[config.mk]
export PLATFORM = sky130hd
export DESIGN_NAME = freq_loader
export DESIGN_NICKNAME = d
export VERILOG_FILES = /design/src/rtl/freq_pkg.sv /design/src/rtl/dec_accum.sv /design/src/rtl/freq_loader.sv
export SDC_FILE = /design/constraint.sdc
export NUM_CORES = 1
export LEC_CHECK = 0
export BUFFER_PORTS_ARGS = -buffer_cell sky130_fd_sc_hd__buf_2
export CAP_MARGIN = 20
export CORE_MARGIN = 8
export CORE_UTILIZATION = 66
export DETAILED_ROUTE_END_ITERATION = 6
export PLACE_DENSITY = 0.84
export SLEW_MARGIN = 20
export SYNTH_ARGS = -nofsm -noshare
export SYNTH_HDL_FRONTEND = slang
export SYNTH_SLANG_ARGS = --single-unit
[constraint.sdc]
create_clock -name clk -period 13.95 [get_ports clk]
set_input_delay 2.79 -clock clk [delete_from_list [all_inputs] [get_ports clk]]
set_output_delay 2.79 -clock clk [all_outputs]
set_load 0.02 [all_outputs]
[src/rtl/freq_pkg.sv]
// Shared definitions for the frequency-list loader.
//   - ASCII byte constants recognised by the line parser
//   - parser state encoding
//   - is_digit() classifier
package freq_pkg;

  localparam logic [7:0] CH_PLUS  = 8'h2B;
  localparam logic [7:0] CH_MINUS = 8'h2D;
  localparam logic [7:0] CH_LF    = 8'h0A;
  localparam logic [7:0] CH_CR    = 8'h0D;
  localparam logic [7:0] CH_0     = 8'h30;
  localparam logic [7:0] CH_9     = 8'h39;

  typedef enum logic [2:0] {
    LINE_START,
    SIGNED,
    DIGITS,
    WRITE,
    DONE,
    ERROR
  } state_e;

  function automatic logic is_digit(input logic [7:0] c);
    return (c >= CH_0) && (c <= CH_9);
  endfunction

endpackage

[src/rtl/dec_accum.sv]
// Registered decimal accumulator.
//   clk, rst_n  : clock, async active-low reset (acc -> 0)
//   clear       : start a new value (acc treated as 0 this cycle)
//   load_digit  : shift in one decimal digit: acc = acc*10 + digit
//   digit       : digit value 0..9
//   acc         : current value, wraps modulo 2^DATA_W
module dec_accum #(
  parameter int DATA_W = 64
) (
  input  logic              clk,
  input  logic              rst_n,
  input  logic              clear,
  input  logic              load_digit,
  input  logic [3:0]        digit,
  output logic [DATA_W-1:0] acc
);

  logic [DATA_W-1:0] acc_q, acc_d, base;

  // clear and load in the same cycle yields acc = digit (first digit of a line)
  always_comb begin
    base  = clear ? '0 : acc_q;
    acc_d = base;
    if (load_digit) acc_d = (base << 3) + (base << 1) + DATA_W'(digit);
  end

  always_ff @(posedge clk or negedge rst_n) begin
    if (!rst_n) acc_q <= '0;
    else        acc_q <= acc_d;
  end

  assign acc = acc_q;

endmodule

[src/rtl/freq_loader.sv]
// Parses an ASCII stream of signed decimal lines ("+13\n-7\n") and writes
// each value as a two's-complement word to consecutive RAM addresses.
//   in_valid/in_data/in_last/in_ready : byte stream in (transfer = valid & ready)
//   wr_en/wr_addr/wr_data              : one-cycle RAM write strobe
//   count                              : entries written so far
//   done                               : file consumed, last write issued (sticky)
//   err                                : parse or capacity error (sticky)
module freq_loader
  import freq_pkg::*;
#(
  parameter int ADDR_W      = 16,
  parameter int DATA_W      = 64,
  parameter int MAX_ENTRIES = 1024
) (
  input  logic              clk,
  input  logic              rst_n,
  input  logic              in_valid,
  input  logic [7:0]        in_data,
  input  logic              in_last,
  output logic              in_ready,
  output logic              wr_en,
  output logic [ADDR_W-1:0] wr_addr,
  output logic [DATA_W-1:0] wr_data,
  output logic [ADDR_W-1:0] count,
  output logic              done,
  output logic              err
);

  state_e            state_q, state_d;
  logic              neg_q, neg_d;
  logic              last_q, last_d;
  logic              done_q, done_d;
  logic              err_q, err_d;
  logic              live_q;
  logic [ADDR_W-1:0] count_q, count_d;
  logic [ADDR_W-1:0] wr_addr_q, wr_addr_d;
  logic [DATA_W-1:0] wr_data_q, wr_data_d;
  logic [DATA_W-1:0] acc, wval;
  logic              acc_clear, acc_load;
  logic              xfer, dig, full, term, bad;

  dec_accum #(.DATA_W(DATA_W)) u_acc (
    .clk        (clk),
    .rst_n      (rst_n),
    .clear      (acc_clear),
    .load_digit (acc_load),
    .digit      (in_data[3:0]),   // low nibble of '0'..'9' is the digit value
    .acc        (acc)
  );

  assign xfer = in_valid & in_ready;
  assign dig  = is_digit(in_data);
  assign full = ({1'b0, count_q} >= (ADDR_W+1)'(MAX_ENTRIES));
  assign wval = neg_q ? -acc : acc;

  // live_q holds in_ready low for the first cycle out of reset
  assign in_ready = live_q & ((state_q == LINE_START) || (state_q == SIGNED) ||
                              (state_q == DIGITS)     || (state_q == ERROR));
  assign wr_en    = (state_q == WRITE);
  // The write value is only final in WRITE (the last digit may land on the
  // terminating edge), so drive it live then and hold a registered copy after.
  assign wr_addr  = wr_en ? count_q : wr_addr_q;
  assign wr_data  = wr_en ? wval    : wr_data_q;
  assign count    = count_q;
  assign done     = done_q;
  assign err      = err_q;

  always_comb begin
    state_d   = state_q;
    neg_d     = neg_q;
    last_d    = last_q;
    done_d    = done_q;
    err_d     = err_q;
    count_d   = count_q;
    wr_addr_d = wr_addr_q;
    wr_data_d = wr_data_q;
    acc_clear = 1'b0;
    acc_load  = 1'b0;
    term      = 1'b0;   // line completes on this byte
    bad       = 1'b0;   // byte is illegal here
    unique case (state_q)
      LINE_START: if (xfer) begin
        acc_clear = 1'b1;
        neg_d     = 1'b0;
        if (in_data == CH_PLUS || in_data == CH_MINUS) begin
          neg_d   = (in_data == CH_MINUS);
          state_d = SIGNED;
          bad     = in_last;
        end else if (dig) begin
          acc_load = 1'b1;
          state_d  = DIGITS;
          term     = in_last;
        end else if (in_data == CH_LF || in_data == CH_CR) begin
          if (in_last) begin
            state_d = DONE;
            done_d  = 1'b1;
          end
        end else begin
          bad = 1'b1;
        end
      end
      SIGNED: if (xfer) begin
        if (dig) begin
          acc_load = 1'b1;
          state_d  = DIGITS;
          term     = in_last;
        end else begin
          bad = 1'b1;
        end
      end
      DIGITS: if (xfer) begin
        if (dig) begin
          acc_load = 1'b1;
          term     = in_last;
        end else if (in_data == CH_LF) begin
          term = 1'b1;
        end else if (in_data == CH_CR) begin
          term = in_last;   // CR is skipped unless the file ends on it
        end else begin
          bad = 1'b1;
        end
      end
      WRITE: begin
        count_d   = count_q + 1'b1;
        wr_addr_d = count_q;
        wr_data_d = wval;
        if (last_q) begin
          state_d = DONE;
          done_d  = 1'b1;
        end else begin
          state_d = LINE_START;
        end
      end
      DONE: ;
      ERROR: if (xfer && in_last) done_d = 1'b1;
      default: state_d = ERROR;
    endcase

    if (term) begin
      if (full) begin
        bad = 1'b1;
      end else begin
        state_d = WRITE;
        last_d  = in_last;
      end
    end
    if (bad) begin
      state_d = ERROR;
      err_d   = 1'b1;
      if (in_last) done_d = 1'b1;
    end
  end

  always_ff @(posedge clk or negedge rst_n) begin
    if (!rst_n) begin
      state_q   <= LINE_START;
      neg_q     <= 1'b0;
      last_q    <= 1'b0;
      done_q    <= 1'b0;
      err_q     <= 1'b0;
      live_q    <= 1'b0;
      count_q   <= '0;
      wr_addr_q <= '0;
      wr_data_q <= '0;
    end else begin
      state_q   <= state_d;
      neg_q     <= neg_d;
      last_q    <= last_d;
      done_q    <= done_d;
      err_q     <= err_d;
      live_q    <= 1'b1;
      count_q   <= count_d;
      wr_addr_q <= wr_addr_d;
      wr_data_q <= wr_data_d;
    end
  end

endmodule

==> impl_metrics.env, run 1 <==
export IMPL_use_met3_pct=4.54
export IMPL_seq_area_sq_um=4210
export IMPL_synth_edff_count=0
export IMPL_leakage_nw=6.73
export IMPL_hp_class="flip-flop to flip-flop"
export IMPL_fp_dieW_um=153
export IMPL_whs_ps=477
export IMPL_grtUsageMet2_pct=45.6
export IMPL_die_y_um=153
export IMPL_syn_num_nets=1603
export IMPL_post_cts_buffers=0
export IMPL_total_power_mw=1.00
export IMPL_synthFlopType="dfrtp_1"
export IMPL_wl_per_cell_um=17.9
export IMPL_first_pass_iters=5
export IMPL_start_util_pct=66.9
export IMPL_max_slew_margin_pct=30.7
export IMPL_worstSetupPathType="primary input to flip-flop"
export IMPL_antenna_found_initial=0
export IMPL_io_pin_count=112
export IMPL_drt_iter0_markers=680
export IMPL_ys_seq_area_share_pct=33.8
export IMPL_drcViolationCount=0
export IMPL_cts_hold_buf=0
export IMPL_n_antenna_cell=0
export IMPL_clockBufferDepth=2
export IMPL_coreArea_sq_um=18600
export IMPL_finalSetupTns_ps=0
export IMPL_crit_fanout=50
export IMPL_timing_fmax_ghz=0.130
export IMPL_fin_cells=1772
export IMPL_nets=1664
export IMPL_syn_avg_cell_area_sq_um=8.50
export IMPL_ys_warn_count=0
export IMPL_design_area_sq_um=13700
export IMPL_hold_viol=0
export IMPL_multi_input_area_sq_um=7810
export IMPL_peakVddDrop_mv=0.0786
export IMPL_grt_use_met1_pct=34.8
export IMPL_slew_violations=0
export IMPL_wirelength_um=31600
export IMPL_cp_end_kind="flip-flop"
export IMPL_synthArstFlopShare_pct=100
export IMPL_outcome="complete, no violations"
export IMPL_max_cap_violations=0
export IMPL_insertion_delay_ps=440
export IMPL_root_buffer="clkbuf_16"
export IMPL_gp_congestion=0.955
export IMPL_rsz0062_at_grt="no"
export IMPL_cts_resized_gates=0
export IMPL_cp_required_ps=14220
export IMPL_detail_route_vias_per_cell=6.13
export IMPL_dpl_cell_area_sq_um=13000
export IMPL_dp_hpwl_um=23700
export IMPL_place_worst_setup_slack_ps=5830
export IMPL_areaGrowthSynthToFinish_pct=9.99
export IMPL_arrival_ps=7980
export IMPL_die_area_sq_um=23500
export IMPL_fp_row_count=50
export IMPL_grt_busiest_layer="met2"
export IMPL_grt_pass1_wl_um=53300
export IMPL_fin_ws_ps=6240
export IMPL_drive_gt1_share_pct=11.9
export IMPL_cts_tree="yes"
export IMPL_ant_nets=0
export IMPL_tightest_slew_ps=1030
export IMPL_synth_distinct_cells=69
export IMPL_grt_pass1_vias=10757
export IMPL_yosysTopAreaCell="dfrtp_1"
export IMPL_utilization_pct=73.6
export IMPL_yosysTopAreaCellShare_pct=33.8
export IMPL_syn_inst=1464
export IMPL_netlist_area_sq_um=12400
export IMPL_ctsHtreeMaxLevel=4
export IMPL_grt_remaining_overflow=0
export IMPL_io_buffers=111
export IMPL_vias=10857
export IMPL_clock_sinks=168
export IMPL_dp_cells=1740
export IMPL_grt_max_degree=118
export IMPL_skew_ps=12.8
export IMPL_min_period_over_period_pct=55.2
export IMPL_crit_path_start_kind="primary input"
export IMPL_setup_viol=0
export IMPL_period_needed_ps=7710
export IMPL_synth_seq_cells=168
export IMPL_p_per_area_nw_per_um2=73.3
export IMPL_cts_buffers=17
export IMPL_netlist_top_cells_area="dfrtp_1 34%, ha_1 13%, nand2_1 7.6%, o21ai_0 7.0%, xor2_1 5.9%"
export IMPL_clk_pin_slew_ps=80
export IMPL_num_fill_cells=1439
export IMPL_track_usage_pct=27.2
==> critical path, stage by stage <==
cell      delay (ps)
buf_2            100
nand2_1           90
nor2_1           120
nand2_1          440
buf_4            470
nand2_1          190
fa_1             610
inv_1             60
ha_1             300
a211oi_1         300
o21ai_0          170
o21ai_0          380
nand4_1          270
a221oi_1         550
o41ai_1          220
a221o_1          410
a21boi_0         240
xor2_1           180
o21ai_0           80
==> where the power goes <==
group	switching, mW	internal [mW]
clock network	0.250	0.250
registers	0.0000963	0.487
logic	0.0135	0.00360
==> kinds of logic after synthesis <==
logic type      count (synthesis)  synth area share, %
flops                         168                 33.8
xor+xnor                      135                 9.51
fa+ha+maj                     127                 12.9
simple gates                  516                 20.0
mux                             6                0.533
buf+inv                       109                 3.56
other cells                     1               0.0301
compound gates                402                 19.7
==> cells in the final DEF, fill, tap and decap left out, drive strengths merged, types with 3 or more instances in the layout <==
cell,n
nand3,17
clkinv,9
ha,125
nand2,252
xor2,84
o21ai,188
o41ai,11
a31oi,8
nor3,20
a221o,4
or4,12
a211o,3
nand2b,9
a31o,3
nor2b,8
or2,6
nor2,59
nor4,6
buf,117
and2,59
nand4,33
o21bai,17
inv,40
or3,16
a211oi,8
a21oi,76
a21boi,4
and3,10
clkbuf,17
o21a,8
o211ai,6
a21o,22
xnor2,51
o31ai,26
mux2,5
a221oi,4
dfrtp,168
==> final timing paths <==
check | endpoint | slack (ps) | depth (start not counted) | start
min | wr_addr_q[14] | 480 | 2 | wr_addr_q[14]
max reg2reg | u_acc.acc[62] | 7750 | 19 | state_q[1]
max | u_acc.acc[47] | 6240 | 19 | in_valid
max in group asynchronous | neg_q | 10080 | 2 | rst_n
min in group asynchronous | wr_data_q[17] | 2480 | 1 | rst_n
min reg2reg | wr_addr_q[14] | 480 | 2 | wr_addr_q[14]
==> synth_stat cells (all sizes together) (9+ instances only) <==
cell	instances
or3	16
o21bai	17
nand3	17
ha	125
xnor2	51
nand2	252
nand4	33
a21oi	76
o41ai	11
and2	59
xor2	84
a21o	22
nor2	59
and3	10
o21ai	188
nand2b	9
nor3	20
o31ai	26
dfrtp	168
clkbuf	66
inv	34
or4	12
==> routing by layer <==
layer	up-vias	share of wire, %
li1	5320	-
met3	69	5.0
met2	309	47
met1	5159	45
met5	-	0
met4	0	2.6
==> area by class of cell <==
type	count	area share, %
clock buffers	17	3.11
clock inverters	15	1.58
inverters	34	0.933
multi-input cells	1187	57.1
flip-flops and latches	168	30.7
well taps	234	2.14
repair buffers	117	4.44
==> registers in the layout, summed over array words and instances, names as in the netlist <==
register and count:
u_acc.acc 64, wr_data_q 64, count 16, wr_addr_q 16, state_q 3, done 1
err 1, last_q 1, live_q 1, neg_q 1
Power figures use the tool's default switching activity.
==> run 2, diff against run 1 <==
Settings changed: CORE_UTILIZATION 66 to 61, PLACE_DENSITY 0.84 to 0.78.
Clock period 13.95 ns to 7.7 ns, I/O delays scaled along.
==> run 2 against run 1 <==
Flip-flop and latch count is the same. Worst hold slack got worse by 4.0 ps. Die area grew 7.3%. Register-to-register slack got worse by 5900 ps. Global-route usage shrank 1.3 points. Critical endpoint is now u_acc.acc[62]. Clock skew is 1.1 ps lower. Non-clock buffer count rose by 2. Highest routed layer unchanged.
==> impl_metrics.env, run 2 (same netlist as run 1, synthesis figures left out) <==
export IMPL_outcome="complete, no violations"
export IMPL_dpl_cell_area_sq_um=13100
export IMPL_dp_cells=1778
export IMPL_coreArea_sq_um=20100
export IMPL_rsz0062_at_grt="no"
export IMPL_finalSetupTns_ps=0
export IMPL_rr_worst_depth=19
export IMPL_grt_max_degree=119
export IMPL_io_pin_count=112
export IMPL_wirelength_um=32700
export IMPL_die_y_um=159
export IMPL_power_frac_seq_pct=50.0
export IMPL_reg2reg_to="u_acc.acc[62]"
export IMPL_p_sw_uw=439
export IMPL_period_needed_ps=6110
export IMPL_r2r_start="state_q[1]"
export IMPL_switching_share_pct=24.9
export IMPL_worstSetupPathType="primary input to flip-flop"
export IMPL_antenna_found_initial=0
export IMPL_track_usage_pct=25.9
export IMPL_max_slew_margin_pct=24.9
export IMPL_skew_ps=11.7
export IMPL_hold_viol=0
export IMPL_first_pass_iters=6
export IMPL_setup_viol=0
export IMPL_cts_tree="yes"
export IMPL_place_worst_setup_slack_ps=1240
export IMPL_whs_ps=473
export IMPL_design_area_sq_um=13700
export IMPL_ant_nets=0
export IMPL_grt_pass1_wl_um=54600
export IMPL_clockBufferDepth=2
export IMPL_p_comb_share_pct=1.8
export IMPL_dp_hpwl_um=24700
export IMPL_ctsHtreeMaxLevel=4
export IMPL_drive_gt1_share_pct=11.9
export IMPL_fp_row_count=52
export IMPL_p_int_mw=1.32
export IMPL_drt_iter0_markers=932
export IMPL_n_antenna_cell=0
export IMPL_wl_per_cell_um=18.1
export IMPL_multi_input_area_sq_um=7810
export IMPL_num_fill_cells=1689
export IMPL_fin_cells=1810
export IMPL_peakVddDrop_mv=0.148
export IMPL_reg2reg_slack_ps=1870
export IMPL_max_cap_violations=0
export IMPL_cp_end_kind="flip-flop"
export IMPL_clock_sinks=168
export IMPL_clk_pin_slew_ps=70
export IMPL_cp_endpoint="u_acc.acc[62]"
export IMPL_root_buffer="clkbuf_16"
export IMPL_cp_required_ps=8010
export IMPL_drcViolationCount=0
export IMPL_nets=1666
export IMPL_min_period_over_period_pct=79.3
export IMPL_arrival_ps=6420
export IMPL_p_per_area_nw_per_um2=129
export IMPL_leakage_nw=6.71
export IMPL_grt_remaining_overflow=0
export IMPL_gp_congestion=0.935
export IMPL_cts_hold_buf=0
export IMPL_most_common_layout_cells="252 x nand2_1, 174 x o21ai_0, 167 x dfrtp_1, 125 x ha_1, 110 x buf_2"
export IMPL_die_area_sq_um=25200
export IMPL_clockPowerShare_pct=48.1
export IMPL_detail_route_vias_per_cell=6.00
export IMPL_cts_resized_gates=0
export IMPL_start_util_pct=61.9
export IMPL_crit_start="in_valid"
export IMPL_crit_path_start_kind="primary input"
export IMPL_insertion_delay_ps=440
export IMPL_timing_fmax_ghz=0.164
export IMPL_tightest_slew_ps=1110
export IMPL_fp_dieW_um=159
export IMPL_cts_buffers=17
export IMPL_slew_violations=0
export IMPL_vias=10864
export IMPL_grt_pass1_vias=10611
export IMPL_total_power_mw=1.76
export IMPL_post_cts_buffers=0
export IMPL_layout_cells_most_common="nand2_1"
export IMPL_seq_area_sq_um=4210
export IMPL_utilization_pct=68.1
export IMPL_fin_ws_ps=1590
export IMPL_hp_class="flip-flop to flip-flop"
export IMPL_io_buffers=111
export IMPL_areaGrowthSynthToFinish_pct=10.0
export IMPL_crit_fanout=42
[run 2: layout make-up]
class | instances | area share [%]
sequential | 168 | 30.7
inverter | 34 | 0.933
tap | 270 | 2.47
clock buffer | 18 | 3.14
clock inverter | 14 | 1.13
multi-input combinational | 1187 | 57.1
timing repair buffer | 119 | 4.54
[run 2: power by group through the flow]
stage          Combinational, mW  Sequential (mW)  Clock, mW
2_1_floorplan            0.00701            0.900          0
4_1_cts                   0.0333            0.882      0.865
5_1_grt                   0.0376            0.882      0.894
3_5_place_dp              0.0333            0.899          0
3_3_place_gp              0.0320            0.899          0
6_report                  0.0322            0.882      0.849
[run 2: routing by layer]
layer	vias up	track usage [%]	wire (um)
li1	5320	-	-
met1	5139	35.1	15400
met2	349	41.5	14800
met3	56	3.93	1780
met4	0	8.83	731
met5	-	0	0
[run 2: critical path, stage by stage]
cell	delay, ps
buf_2	90
nand2_1	80
nor2_1	390
nand2_1	130
buf_4	290
nand2_1	170
fa_1	490
fa_1	480
nor2b_1	160
o2111ai_1	130
and4b_1	210
o21a_1	250
o211ai_1	320
nand4_1	170
a2111oi_0	740
o211ai_1	270
a21o_1	210
a211o_1	280
[run 2: worst min path at each step]
stage,startpoint,end,depth (start not counted)
6_report,wr_addr_q[11],wr_addr_q[11],2
5_1_grt,wr_addr_q[3],wr_addr_q[3],2
4_1_cts,err,err,1
3_5_place_dp,err,err,1
3_3_place_gp,wr_addr_q[6],wr_addr_q[6],2
2_1_floorplan,last_q,last_q,1
